**src/rtl/movement_control_pkg.sv**
```systemverilog
// Shared encodings for the movement controller and the movement datapath:
// datapath command codes, FSM states, bird mode flags and the direction LFSR.
package movement_control_pkg;

  localparam int unsigned CTRL_W = 4;
  localparam int unsigned LFSR_W = 8;

  // Datapath command codes carried on the control bus
  localparam logic [CTRL_W-1:0] CTRL_HOLD    = 4'b0000;
  localparam logic [CTRL_W-1:0] CTRL_CLEAR   = 4'b0001;
  localparam logic [CTRL_W-1:0] CTRL_RIGHT   = 4'b0010;
  localparam logic [CTRL_W-1:0] CTRL_LEFT    = 4'b0011;
  localparam logic [CTRL_W-1:0] CTRL_PREHOLD = 4'b0100;
  localparam logic [CTRL_W-1:0] CTRL_DRAW    = 4'b0101;
  localparam logic [CTRL_W-1:0] CTRL_DOWN    = 4'b0110;
  localparam logic [CTRL_W-1:0] CTRL_UP      = 4'b0111;

  localparam logic [LFSR_W-1:0] LFSR_SEED = 8'hA5;

  typedef enum logic [2:0] {
    ST_PREHOLD = 3'd0,
    ST_HOLD    = 3'd1,
    ST_CLEAR   = 3'd2,
    ST_HMOVE   = 3'd3,
    ST_VMOVE   = 3'd4,
    ST_DRAW    = 3'd5
  } mc_state_e;

  typedef struct packed {
    logic fly;
    logic fall;
  } bird_mode_t;

  // Fibonacci LFSR, taps 8,6,5,4
  function automatic logic [LFSR_W-1:0] lfsr_step(input logic [LFSR_W-1:0] v);
    return {v[6:0], v[7] ^ v[5] ^ v[4] ^ v[3]};
  endfunction

endpackage

```
**src/rtl/movement_control_frame_tick.sv**
```systemverilog
// Free-running frame divider; tick_c is high for the one cycle on which the
// counter wraps from FRAME_DIV-1 back to 0.
module movement_control_frame_tick #(
  parameter int unsigned FRAME_DIV = 833333
) (
  input  logic clk,
  input  logic reset_n,
  input  logic run,
  output logic tick_c
);

  localparam int unsigned CNT_W = (FRAME_DIV > 1) ? $clog2(FRAME_DIV) : 1;
  localparam logic [CNT_W-1:0] CNT_LAST = CNT_W'(FRAME_DIV - 1);

  logic [CNT_W-1:0] cnt_q;

  always_ff @(posedge clk or negedge reset_n) begin
    if (!reset_n) begin
      cnt_q <= '0;
    end else if (run) begin
      if (cnt_q == CNT_LAST) cnt_q <= '0;
      else                   cnt_q <= cnt_q + CNT_W'(1);
    end
  end

  assign tick_c = run && (cnt_q == CNT_LAST);

endmodule

```
**src/rtl/movement_control.sv**
```systemverilog
// Frame sequencer for the player and the bird: per frame it clears, moves and
// redraws each object, and tracks the bird's normal / shot-fall / fly-away modes.
module movement_control
  import movement_control_pkg::*;
#(
  parameter int unsigned FRAME_DIV  = 833333,
  parameter int unsigned FLY_FRAMES = 600,
  parameter int unsigned DIR_FRAMES = 32
) (
  input  logic              clk,
  input  logic              reset_n,
  input  logic              start,
  input  logic              mv_left,
  input  logic              mv_right,
  input  logic              mv_up,
  input  logic              mv_down,
  input  logic              isShot,
  input  logic              enable,
  input  logic              leave,
  output logic [CTRL_W-1:0] control,
  output logic              PorB,
  output logic              fly,
  output logic              fall
);

  localparam int unsigned ESC_W = (FLY_FRAMES > 1) ? $clog2(FLY_FRAMES) : 1;
  localparam int unsigned DIR_W = (DIR_FRAMES > 1) ? $clog2(DIR_FRAMES) : 1;
  localparam logic [ESC_W-1:0] ESC_LAST = ESC_W'(FLY_FRAMES - 1);
  localparam logic [DIR_W-1:0] DIR_LAST = DIR_W'(DIR_FRAMES - 1);

  mc_state_e         state_q, state_d;
  logic [CTRL_W-1:0] control_d;
  logic [CTRL_W-1:0] h_code_c, v_code_c;
  logic              porb_d;
  logic              bird_done_c;
  logic              run_c, tick_c;

  bird_mode_t        mode_q;
  logic [ESC_W-1:0]  esc_q;
  logic [DIR_W-1:0]  dir_cnt_q;
  logic [LFSR_W-1:0] lfsr_q, lfsr_next_c;
  logic              dir_x_q, dir_y_q;

  assign run_c       = (state_q != ST_PREHOLD);
  assign lfsr_next_c = lfsr_step(lfsr_q);
  assign fly         = mode_q.fly;
  assign fall        = mode_q.fall;

  movement_control_frame_tick #(
    .FRAME_DIV (FRAME_DIV)
  ) u_frame_tick (
    .clk     (clk),
    .reset_n (reset_n),
    .run     (run_c),
    .tick_c  (tick_c)
  );

  // Move commands for the object currently selected by PorB
  always_comb begin
    h_code_c = CTRL_HOLD;
    v_code_c = CTRL_HOLD;
    if (PorB) begin
      if (mode_q.fall) begin
        h_code_c = CTRL_HOLD;
        v_code_c = CTRL_DOWN;
      end else if (mode_q.fly) begin
        h_code_c = CTRL_HOLD;
        v_code_c = CTRL_UP;
      end else begin
        h_code_c = dir_x_q ? CTRL_RIGHT : CTRL_LEFT;
        v_code_c = dir_y_q ? CTRL_DOWN  : CTRL_UP;
      end
    end else begin
      if (mv_left)       h_code_c = CTRL_LEFT;
      else if (mv_right) h_code_c = CTRL_RIGHT;
      if (mv_up)         v_code_c = CTRL_UP;
      else if (mv_down)  v_code_c = CTRL_DOWN;
    end
  end

  // Next state; control is loaded with the code of the state being entered
  always_comb begin
    state_d     = state_q;
    control_d   = control;
    porb_d      = PorB;
    bird_done_c = 1'b0;
    case (state_q)
      ST_PREHOLD: begin
        if (start) begin
          state_d   = ST_HOLD;
          control_d = CTRL_HOLD;
        end
      end
      ST_HOLD: begin
        if (tick_c) begin
          state_d   = ST_CLEAR;
          control_d = CTRL_CLEAR;
        end
      end
      ST_CLEAR: begin
        if (enable) begin
          state_d   = ST_HMOVE;
          control_d = h_code_c;
        end
      end
      ST_HMOVE: begin
        state_d   = ST_VMOVE;
        control_d = v_code_c;
      end
      ST_VMOVE: begin
        state_d   = ST_DRAW;
        control_d = CTRL_DRAW;
      end
      ST_DRAW: begin
        if (enable) begin
          if (PorB) begin
            state_d     = ST_HOLD;
            control_d   = CTRL_HOLD;
            porb_d      = 1'b0;
            bird_done_c = 1'b1;
          end else begin
            state_d   = ST_CLEAR;
            control_d = CTRL_CLEAR;
            porb_d    = 1'b1;
          end
        end
      end
      default: begin
        state_d   = ST_PREHOLD;
        control_d = CTRL_PREHOLD;
        porb_d    = 1'b0;
      end
    endcase
  end

  always_ff @(posedge clk or negedge reset_n) begin
    if (!reset_n) begin
      state_q <= ST_PREHOLD;
      control <= CTRL_PREHOLD;
      PorB    <= 1'b0;
    end else begin
      state_q <= state_d;
      control <= control_d;
      PorB    <= porb_d;
    end
  end

  // Bird mode: leave beats isShot; a shot frame does not count toward fly-away
  always_ff @(posedge clk or negedge reset_n) begin
    if (!reset_n) begin
      mode_q <= '0;
      esc_q  <= '0;
    end else if (leave) begin
      mode_q <= '0;
      esc_q  <= '0;
    end else if (isShot && !mode_q.fly && !mode_q.fall) begin
      mode_q.fall <= 1'b1;
    end else if (bird_done_c && !mode_q.fly && !mode_q.fall) begin
      if (esc_q == ESC_LAST) begin
        mode_q.fly <= 1'b1;
        esc_q      <= '0;
      end else begin
        esc_q <= esc_q + ESC_W'(1);
      end
    end
  end

  // Direction re-roll from the LFSR every DIR_FRAMES bird frames
  always_ff @(posedge clk or negedge reset_n) begin
    if (!reset_n) begin
      lfsr_q    <= LFSR_SEED;
      dir_cnt_q <= '0;
      dir_x_q   <= 1'b1;
      dir_y_q   <= 1'b0;
    end else if (bird_done_c) begin
      lfsr_q <= lfsr_next_c;
      if (dir_cnt_q == DIR_LAST) begin
        dir_cnt_q <= '0;
        dir_x_q   <= lfsr_next_c[0];
        dir_y_q   <= lfsr_next_c[1];
      end else begin
        dir_cnt_q <= dir_cnt_q + DIR_W'(1);
      end
    end
  end

endmodule

```
**config.mk**
```make
export PLATFORM = sky130hd
export DESIGN_NAME = movement_control
export DESIGN_NICKNAME = d
export VERILOG_FILES = /design/src/rtl/movement_control_pkg.sv /design/src/rtl/movement_control_frame_tick.sv /design/src/rtl/movement_control.sv
export SDC_FILE = /design/constraint.sdc
export NUM_CORES = 1
export LEC_CHECK = 0
export ABC_AREA = 1
export CAP_MARGIN = 0
export CELL_PAD_IN_SITES_DETAIL_PLACEMENT = 1
export CELL_PAD_IN_SITES_GLOBAL_PLACEMENT = 1
export CORE_MARGIN = 2
export CORE_UTILIZATION = 38
export CTS_BUF_LIST = sky130_fd_sc_hd__clkbuf_16
export DETAILED_ROUTE_END_ITERATION = 6
export HOLD_SLACK_MARGIN = 0.12
export PLACE_DENSITY_LB_ADDON = 0.3
export SKIP_CTS_REPAIR_TIMING = 1
export SLEW_MARGIN = 15
export SYNTH_ARGS = -nofsm -noshare
export SYNTH_HDL_FRONTEND = slang
export SYNTH_SLANG_ARGS = --single-unit
```
**constraint.sdc**
```tcl
create_clock -name clk -period 2.95 [get_ports clk]
set_input_delay 0.295 -clock clk [delete_from_list [all_inputs] [get_ports clk]]
set_output_delay 0.295 -clock clk [all_outputs]
set_load 0.005 [all_outputs]
```
== Word level (Yosys, flattened, before mapping) ==
Cells that the tools add are included.

* $add $sub $neg: 3
* Equality and inequality tests: 13
* Mux-type cells: 41
* Bitwise operators: 4
* Reduce and logical (&&, ||, !) cells: 18

{| class="wikitable"
|+ Operator list
! cell !! count
|-
| 2-to-1 mux 10 bit || 4
|-
| 2-to-1 mux 4 bit || 6
|-
| one-hot mux 4 bit (6 select lines) || 1
|-
| adder 20 x 1 -> 20 bit, second input constant || 1
|-
| == test 20 bit, second input constant || 1
|-
| 2-to-1 mux 20 bit || 1
|-
| 2-to-1 mux 3 bit || 6
|-
| one-hot mux 3 bit (6 select lines) || 1
|-
| 2-to-1 mux 1 bit || 14
|-
| 2-to-1 mux 2 bit || 6
|-
| adder 10 x 1 -> 10 bit, second input constant || 1
|-
| == test 10 bit, second input constant || 1
|-
| != test 2 bit, second input constant || 5
|-
| == test 3 x 2 -> 1 bit, second input constant || 2
|-
| == test 3 bit, second input constant || 2
|-
| AND reduction 2 bit || 3
|-
| nonzero test 2 bit || 3
|-
| adder 5 x 1 -> 5 bit, second input constant || 1
|-
| == test 5 bit, second input constant || 1
|-
| logical AND 1 bit || 5
|-
| 2-to-1 mux 5 bit || 1
|-
| OR reduction 5 bit || 1
|-
| AND reduction 4 bit || 1
|-
| == test 3 x 1 -> 1 bit, second input constant || 1
|-
| other kinds (7) || 10
|}

* Register bits after elaboration: 55
* Input port bits: 10
* Output and inout bits: 7
* Word-level logic and storage cells: 90

== Logic depth before layout (Yosys ltp) ==
Gate-level depths: netlist of run 1.

* Depth after elaboration: 8
* Mapped depth: 9
* Depth with buffers taken out: 9

== Modules after synthesis ==
Synthesis of run 1 repeated with hierarchy kept, for this count alone.

* Cells, all modules: 429
* Area total of the unflattened synthesis: 3109.2 um2

{| class="wikitable"
|+ Modules (own cells, without submodules)
! module !! times used !! cells an instance !! area each (um2) !! sequential area each (um2)
|-
| movement_control || 1 || 243 || 1849.3 || 858.3
|-
| movement_control_frame_tick || 1 || 186 || 1260.0 || 500.5
|}

== Worst setup path after synthesis of run 1 ==
Ideal clock, no wire load.

* Kind: register -> register
* From: register u_frame_tick.cnt_q[0]
* To: register state_q[0]
* Library setup time: 117 ps
* Arrival: 1418 ps
* Required time: 2833 ps
* Setup slack: 1415 ps
* Stages on the path, launching flop included: 10
* Buffers on the path: 0
* Period minus slack after synthesis: 1535 ps
* Cells stage by stage: dfrtp_1 > inv_1 > ha_1 > nand3_1 > nor3_1 > nand3_1 > nand2_1 > nand2_2 > nand2_1 > nand2_1

* Cells in the longest elaborated chain, start to end: 4

{| class="wikitable"
|+ Ends and longest elaborated chain
! what !! RTL line !! RTL
|-
| start: declaration || movement_control_frame_tick.sv:15 || <nowiki>logic [CNT_W-1:0] cnt_q;</nowiki>
|-
| start signal: assignment || movement_control_frame_tick.sv:22 || <nowiki>else cnt_q <= cnt_q + CNT_W'(1);</nowiki>
|-
| == test 20 bit || movement_control_frame_tick.sv:26 || <nowiki>assign tick_c = run && (cnt_q == CNT_LAST);</nowiki>
|-
| logical AND 1 bit || movement_control_frame_tick.sv:26 ||
|-
| != test 2 bit (no source line) || -- ||
|-
| AND reduction 4 bit (no source line) || -- ||
|-
| end signal: assignment || movement_control.sv:142 || <nowiki>state_q <= state_d;</nowiki>
|-
| end: declaration || movement_control.sv:31 || <nowiki>mc_state_e state_q, state_d;</nowiki>
|}

Every way passes these cells.
A chain may end at the register's enable or synchronous reset.

== Final worst setup path of run 1 ==
* From: register u_frame_tick.cnt_q[0]
* To: register control[1]

* Cells in the longest elaborated chain, start to end: 4

{| class="wikitable"
|+ Ends and longest elaborated chain
! what !! RTL line !! RTL
|-
| == test 20 bit || movement_control_frame_tick.sv:26 ||
|-
| logical AND 1 bit || movement_control_frame_tick.sv:26 ||
|-
| != test 2 bit (no source line) || -- ||
|-
| AND reduction 4 bit (no source line) || -- ||
|-
| end signal: assignment || movement_control.sv:143 || <nowiki>control <= control_d;</nowiki>
|-
| end: declaration || movement_control.sv:20 || <nowiki>output logic [CTRL_W-1:0] control,</nowiki>
|}

Every way passes these cells.

==> results by stage, run 1 <==
Synth:
- The area share of fa/ha/maj cells after synthesis is 0.0196.
- The number of nets in the synthesized netlist is 448.
- The synthesized area per cell is 7.38 um2.
- The fraction of the mapped netlist area in compound gates came to 0.0748.
- The fraction of registers with async set or reset after synthesis is 1.00.
- In the synthesized netlist, the number of instances is about 430.
- The cell area that synthesis handed to floorplanning was 3200 um2.
- The total of warnings raised by yosys is 0.
- The synthesized flop and latch total is 54.
- The share of cell area taken by muxes after synthesis is 0.00352.
- The most used flip-flop cell after synthesis is dfrtp_1.
- Of the total synthesized cell area, the portion taken by AND, OR, NAND and NOR gates is 0.372.
- The register area share after synthesis is 0.425.
- By area, the combinational part of the netlist is dominated by simple AND/OR/NAND/NOR gates.
- Of the total synthesized cell area, the portion taken by XOR and XNOR cells is 0.0219.
- The synthesized design contains 0 enable-type register cells.
- Yosys mapped the design onto slightly above 40 distinct sky130hd cell types.

Critical path:
- The count of cells along the worst register-to-register path is 9.
- The critical path goes through inv_1, ha_1, nand3_1, nor3_1, nand3_1, nand2_1, nand2_2, nand2_1, nand2_1.
- The total number of cells along the worst setup path is 9.
- The critical path's most frequent cell is nand2_1.
- The required time of the critical path is roughly 3.1 ns.
- The type of the setup path with the least slack is flop to flop.
- STA classifies the critical path endpoint as a flop.
- The worst endpoint data arrival time is slightly below 2 ns.
- The number of buffers and inverters on the critical path is 1.
- The worst register-to-register path begins at u_frame_tick.cnt_q[0].
- The worst register-to-register path ends at control[1].
- For this design, the slowest cell found on the critical path is dfrtp_1.
- The family with the most delay on the worst path is simple AND/OR/NAND/NOR gates.
- The worst setup path is launched from a flop.
- Along the worst path, the maximum fanout reaches 6.
- In this run the register-to-register setup slack is between 1 and 1.5 ns.
- The end point of the critical path is control[1].
- Tracing the worst setup path back leads to its startpoint at u_frame_tick.cnt_q[0].
- The highest cell delay on the worst timing path is 0.41 ns.

Route:
- After the first detailed-routing iteration, the DRC count stood at 71.
- After detailed routing, the number of remaining DRC violations is 0.
- The per-cell routed wire length is roughly 14 um.
- In the routed layout, each cell is associated on average with a via count of 5.10.
- For this block, the routed nets add up to approximately 7.9 mm of wire.
- The detailed router placed around 2800 vias in this run.
- The total iterations of the first detailed-routing run is 4.
- In this run the remaining antenna-violating nets after routing total 0.

Floorplanning:
- Measured along the y axis, the die boundary spans roughly 96 um.
- The starting density of the core is 0.391.
- The number of placed I/O pins is 17.
- The width of the die is about 96 um.
- The floorplan has 33 rows.
- The total die area is between 9000 and 10000 um2.
- The floorplan step defined a core boundary enclosing ~8000 um2.

Finish:
- The number of antenna diodes in the final layout is 0.
- Fill cells in the final layout number approximately 1100.
- The final design instance area without fill is approximately 3600 um2.
- The area growth from synthesis to layout is 12.1%.
- Of the cells placed in the final design, the portion with a size suffix greater than 1 is 0.0757.
- The net count of the finished layout is roughly 460.

Clocking:
- At the later pin of the worst-skew pair, clock insertion delay measures around 0.30 ns.
- The clock transition time at the flip-flop clock pins of the worst setup and hold paths is about 0.08 ns.
- TritonCTS built the clock tree.
- The number of H-tree levels is 2.
- The maximum clock insertion buffer count is 2.
- The cell sitting at the root of the clock tree is a clkbuf_16.
- Buffers inserted during clock tree synthesis total 5.
- The clock net in this run drives a total of 54 sinks.

Placed design:
- The instance area after placement is 3420 um2.
- The count of buffers inserted at the top-level ports is 15.
- The wire-length estimate of the detail-placed layout is ~6.0 mm.
- The final weighted congestion of routability-driven global placement is between 0.8 and 0.9.

Job:
- Across the run, the number of max-cap violations was 0.

GRT:
- The overall overflow remaining after global route is 0.
- The global-route track usage on met2 is 0.325.
- In the global route stage, met3 resource usage came out at 0.0282.
- The number of global-route vias before repair is about 2900.
- The global-route wire length before repair is about 14 mm.
- For this run, the total global-route usage over all layers was measured as 0.190.
- The initial antenna violation count was 0.
- The global routing's busiest layer is met2.
- The maximum number of pins on one net before global-route repair is 35.
- The met1 usage in global routing is 0.253.

Timing:
- Setup repair after global routing left no endpoint under its margin.
- In this run the tightest slew margin relative to its limit is 0.661.
- The total negative slack for setup checks is 0 ns.
- Setup violations remaining at the end of the flow were counted as 0.
- Derived from the worst setup path, the maximum achievable clock frequency is ~560 MHz.
- The minimum clock period is about 1.8 ns.
- The transition at the pin with the smallest max-transition slack is around 0.5 ns.
- The max-slew violation count is 0.
- In the finished design, the share of the clock period the worst path needs comes to 0.604.
- The worst-case clock skew is 0.00573 ns.
- The hold violation count in the final report came to 0.

Worst hold path:
- The min-delay analysis places its worst path in the category flop to flop.
- The worst hold path startpoint is lfsr_q[2].

Run status:
- The run finished with clean final reports.

Pwr:
- Across the VDD grid, the largest voltage drop is 0.000324 V.
- The ratio of total power to cell area is ~700 nW/um2.
- The total leakage power is ~1.7 nW.
sequential cells by signal (all words and copies together) (netlist names):
register / flops
PorB: 1
control: 3
dir_cnt_q: 5
dir_x_q: 1
dir_y_q: 1
esc_q: 10
fall: 1
fly: 1
lfsr_q: 8
state_q: 3
u_frame_tick.cnt_q: 20
cell families (layout without fill, tap and decap cells):
group | after synthesis | after routing
other cells | 1 | 1
xor+xnor | 8 | 8
buf+inv | 62 | 78
compound gates | 43 | 43
simple gates | 259 | 259
mux | 1 | 1
fa+ha+maj | 5 | 5
flops | 54 | 54
power by group:
part	total [W]	internal, W	switching, W
logic	0.000843	0.000290	0.000553
clock network	0.000625	0.000325	0.000301
registers	0.00105	0.000910	0.000144
worst min-delay path, cell delays in order, from the launching register on:
cell	delay, ns
dfstp_2	0.37
nand2_1	0.05
nand2_1	0.04
per-stage QoR:
stage	hold slack, ns	worst slack, ns	cells	power [W]	utilization
finish	0.468	1.17	554	0.00252	0.438
global route	0.493	0.947	554	0.00271	0.438
CTS	-0.0278	1.11	553	0.00255	0.437
detailed placement	0.292	1.05	545	0.00191	0.418
global placement	0.283	1.08	545	0.00188	0.418
floorplan	-0.000591	1.41	433	0.00167	-
layer usage:
metal,routed length (um),up-vias
met5,0,-
met4,63,0
met3,114,4
met2,3780,17
met1,3960,1370
li1,-,1435
cells in the mapped netlist, types with 2 or more instances:
cell     instances  share of area
nand2_1        118           0.14
inv_1           50          0.059
nor2_1          50          0.059
dfrtp_1         48           0.38
nand3_1         42          0.066
o21ai_0         23          0.036
nand4_1         16          0.031
a21oi_1         13          0.020
nor3_1          12          0.019
dfstp_2          6          0.049
xor2_1           6          0.016
buf_2            5         0.0078
ha_1             5          0.020
nor3b_1          4         0.0094
and2_1           3         0.0059
a21oi_2          2         0.0055
inv_2            2         0.0024
nand2_4          2         0.0070
nand3_4          2          0.011
nor2_4           2         0.0070
xnor2_1          2         0.0055
layout make-up:
class	count	area, um2	area share
Timing Repair Buffer	17	163	0.0454
Tap cell	105	131	0.0367
Clock buffer	5	125	0.0349
Inverter	53	199	0.0556
Clock inverter	3	28.8	0.00804
Multi-Input combinational cell	317	1580	0.440
Sequential cell	54	1360	0.379
how the worst min path moves through the flow:
stage	end	slack, ns	depth (start not counted)
after floorplan	PorB	-0.0006	0
after global placement	state_q[0]	0.28	1
after detailed placement	state_q[0]	0.29	1
after CTS	state_q[0]	-0.03	1
after global routing	lfsr_q[2]	0.49	2
final	lfsr_q[2]	0.47	2
cells in the final DEF (no fill, tap or decap), drive strengths merged, types with 13 or more instances in the layout:
cell / count
nand3: 45
clkdlybuf4s50: 14
inv: 53
nand4: 16
o21ai: 24
dfrtp: 48
nor3: 13
nand2: 121
nor2: 53
a21oi: 15
Note: power is estimated with default switching activity, not from simulation.
==> run 2: changes to the inputs <==
==> constraint.sdc (replaced) <==
create_clock -name clk -period 1.5 [get_ports clk]
set_input_delay 0.15 -clock clk [delete_from_list [all_inputs] [get_ports clk]]
set_output_delay 0.15 -clock clk [all_outputs]
set_load 0.005 [all_outputs]
==> run 2 against run 1 <==
Net effect: the flow now finishes with violations (setup timing); first-iteration DRC count is the same; fmax is 19% higher; wire length is 23% higher; power is 130% higher; flip-flop and latch count unchanged; clock-buffer cell count is the same; core utilization rose by 7.1 points; non-clock buffer count grew 44; clock skew is 0.0033 ns higher.
==> results by stage, run 2 (synthesis results as in run 1) <==
Run status:
- Status: complete, but fails checks (was completed).
- The final reports fail on setup timing.

Critical path:
- The required time of the critical path is 1.68 ns (was 3.14 ns).
- Series of cell instances along the critical path: nand2_1, inv_1, nand2_1, nor2_2, nand3_4, buf_4, nand3_1, o21ai_1 (was inv_1, ha_1, nand3_1, nor3_1, nand3_1, nand2_1, nand2_2, nand2_1, nand2_1).
- The critical register-to-register path endpoint is u_frame_tick.cnt_q[1] (was control[1]).
- The critical path's most frequent cell is nand2_1 (unchanged).
- The number of buffer and inverter instances along the worst setup path is 2 (was 1).
- The nature of the critical path startpoint is a flop (unchanged).
- The family with the most delay on the worst path is simple AND/OR/NAND/NOR gates (unchanged).
- The highest cell delay on the worst timing path was 0.41 ns (about the same).
- The end point of the critical path is u_frame_tick.cnt_q[1] (was control[1]).
- The type of the setup path with the least slack is flop to flop (unchanged).
- The kind of capture point of the worst setup path is a flop (unchanged).
- The peak fanout along the critical path is 4 (was 6).
- The origin of the worst setup path is u_frame_tick.cnt_q[9] (was u_frame_tick.cnt_q[0]).
- The worst endpoint data arrival time is 1.68 ns (was 1.98 ns).
- The count of cells along the worst register-to-register path is 8 (was 9).
- The total number of cells along the worst setup path is 8 (was 9).
- The startpoint of the worst register-to-register path is u_frame_tick.cnt_q[9] (was u_frame_tick.cnt_q[0]).
- The setup slack on the worst flop-to-flop path came to -0.001 ns (was 1.17 ns).
- The worst-path cell with the longest stage delay is dfrtp_1 (unchanged).

Timing:
- Setup repair after global routing missed its margin: yes (was no).
- The final setup violation count is 1 (was 0).
- The max-slew violation count is 0 (unchanged).
- The share of the clock period used by the worst path is 1.00 (was 0.604).
- The post-route worst setup slack was -0.00142 ns (was 1.17 ns).
- The achievable clock frequency came to 666 MHz (was 561 MHz).
- The worst-case clock skew is 0.00902 ns (was 0.00573 ns).
- The minimum clock period is 1.50 ns (was 1.78 ns).
- The hold violation count in the final report is 0 (unchanged).

Finish:
- The number of inserted diodes came to 0 (unchanged).
- The number of flip-flops under the largest register name is 20 (unchanged).
- Most frequent cells in the layout: nand2_1 (113), inv_1 (47), dfrtp_1 (44) (was nand2_1 (118), inv_1 (50), nor2_1 (50)).
- The synthesis-to-layout area growth was 30.2% (was 12.1%).
- The net count of the finished layout is 507 (was 463).
- The share of layout cells above drive strength 1 is 0.245 (was 0.0757).
- The commonest non-fill, non-tap cell in the layout is nand2_1 (unchanged).
- The register bank with the most flops is u_frame_tick.cnt_q (unchanged).
- The utilization after layout is 0.509 (was 0.438).
- Registers with the most flip-flops: u_frame_tick.cnt_q: 20 flops, esc_q: 10 flops, lfsr_q: 8 flops (unchanged).

GRT:
- The global-route wire length before repair was 14.8 mm (was 13.8 mm).
- The maximum number of pins on one net before global-route repair is 55 (was 35).
- The met1 usage in global routing is 0.250 (was 0.253).
- The global-route track usage on met2 came to 0.373 (was 0.325).
- The number of global-route vias before repair was 3204 (was 2906).
- The global routing's busiest layer is met2 (unchanged).
- The met3 usage is 0.0399 (was 0.0282).
- The global-route total usage across every layer is 0.207 (was 0.190).
- The initial antenna violation count is 0 (unchanged).
- The overall overflow remaining after global route is 0 (unchanged).

Clocking:
- The number of sinks handled by clock tree synthesis is 54 (unchanged).
- The maximum clock insertion buffer count was 2 (unchanged).
- The clock transition time at the flip-flop clock pins of the worst setup and hold paths is 0.08 ns (about the same).
- The number of H-tree levels is 2 (unchanged).
- The clock root buffer is clkbuf_16 (unchanged).
- The clock tree from TritonCTS is built (unchanged).
- The clock latency on the worst-skew pair is 0.30 ns (about the same).
- The total clock buffers created by CTS came to 5 (unchanged).

Pwr:
- The ratio of total power to cell area is 1410 nW/um2 (was 705 nW/um2).
- The overall power consumption came to 0.00585 W (was 0.00252 W).
- The largest vdd supply drop is 0.000725 V (was 0.000324 V).
- The total leakage power is 1.92 nW (was 1.66 nW).

Route:
- The overall via count from detail_route is 3115 (was 2826).
- The per-cell routed wire length was 16.2 um (was 14.3 um).
- The number of DRC violations after detailed routing is 0 (unchanged).
- The number of nets still failing antenna checks after routing was 0 (unchanged).
- The total wire length is 9.70 mm (was 7.91 mm).
- The routed via count divided by cell count is 5.21 (was 5.10).
- The number of DRC markers in iteration 0 is 71 (unchanged).
- The total iterations of the first detailed-routing run is 4 (unchanged).

Placed design:
- The worst slack at placement is -0.0882 ns (was 1.05 ns).
- The placed wire-length estimate after detailed placement is 6.48 mm (was 6.00 mm).
- The count of buffers inserted at the top-level ports was 15 (unchanged).
- The final weighted congestion of routability-driven global placement is 0.880 (was 0.822).

Floorplanning:
- The die height was 95.7 um (unchanged).
- The number of placed I/O pins came to 17 (unchanged).
- The total die area was 9160 um2 (unchanged).
- The width of the die was 95.7 um (unchanged).
- The core outline area was 8180 um2 (unchanged).
- The starting density of the core is 0.391 (unchanged).
- The site row count came to 33 (unchanged).

Worst hold path:
- The worst hold-check path type is input port to asynchronous set/reset pin (was flop to flop).

Job:
- The reported max-cap violation count is 0 (unchanged).
-- run 2: changes by cell type in the layout (fill, tap and decap cells not counted), moves of 5 or more --
cell | before | now
buf_4 | 1 | 39
nor2_1 | 50 | 38
nand3_1 | 42 | 34
nor2_2 | 1 | 9
o21ai_0 | 23 | 17
o21ai_1 | 0 | 6
buf_6 | 0 | 5
ha_1 | 5 | 0
nand2_1 | 118 | 113
nand3_2 | 1 | 6
-- run 2: where the power goes --
| group | switching [W] | internal, W | total, W | leakage, nW |
|---|---|---|---|---|
| Combinational | 0.00147 | 0.00104 | 0.00252 | 1.15 |
| Sequential | 0.000283 | 0.00180 | 0.00208 | 0.689 |
| Clock | 0.000611 | 0.000639 | 0.00125 | 0.0759 |
-- run 2: routing by layer --
metal | up-vias | routed length [um]
li1 | 1510 | -
met1 | 1561 | 4130
met2 | 36 | 5240
met3 | 8 | 221
met4 | 0 | 106
met5 | - | 0
-- run 2: per-stage QoR --
| stage | instances | setup TNS [ns] | cell area, um2 | hold slack, ns |
|---|---|---|---|---|
| global route | 598 | -1.23 | 4160 | 0.417 |
| global placement | 576 | -0.00448 | 3660 | 0.172 |
| CTS | 584 | -0.580 | 3820 | -0.131 |
| floorplan | 433 | 0 | 3200 | -0.146 |
| finish | 598 | -0.00142 | 4160 | 0.379 |
| detailed placement | 576 | -0.597 | 3660 | 0.190 |
-- run 2: final cells by class --
| cell class | instances | area, um2 |
|---|---|---|
| Inverter | 53 | 201 |
| Clock inverter | 3 | 28.8 |
| Tap cell | 105 | 131 |
| Multi-Input combinational cell | 317 | 1780 |
| Sequential cell | 54 | 1360 |
| Timing Repair Buffer | 61 | 527 |
| Clock buffer | 5 | 125 |
| Fill cell | 1007 | 4010 |
-- run 2: worst min-delay path by stage --
stage	startpoint	end	slack [ns]	depth (start not counted)
2_1_floorplan	reset_n	PorB	-0.15	0
3_5_place_dp	reset_n	u_frame_tick.cnt_q[15]	0.19	2
3_3_place_gp	reset_n	control[0]	0.17	2
4_1_cts	reset_n	u_frame_tick.cnt_q[17]	-0.13	2
5_1_grt	reset_n	u_frame_tick.cnt_q[15]	0.42	3
6_report	reset_n	u_frame_tick.cnt_q[19]	0.38	3
-- run 2: worst min-delay path, cell delays in order --
cell and delay [ns]:
dlygate4sd3_1 0.52, buf_2 0.13, buf_12 0.27
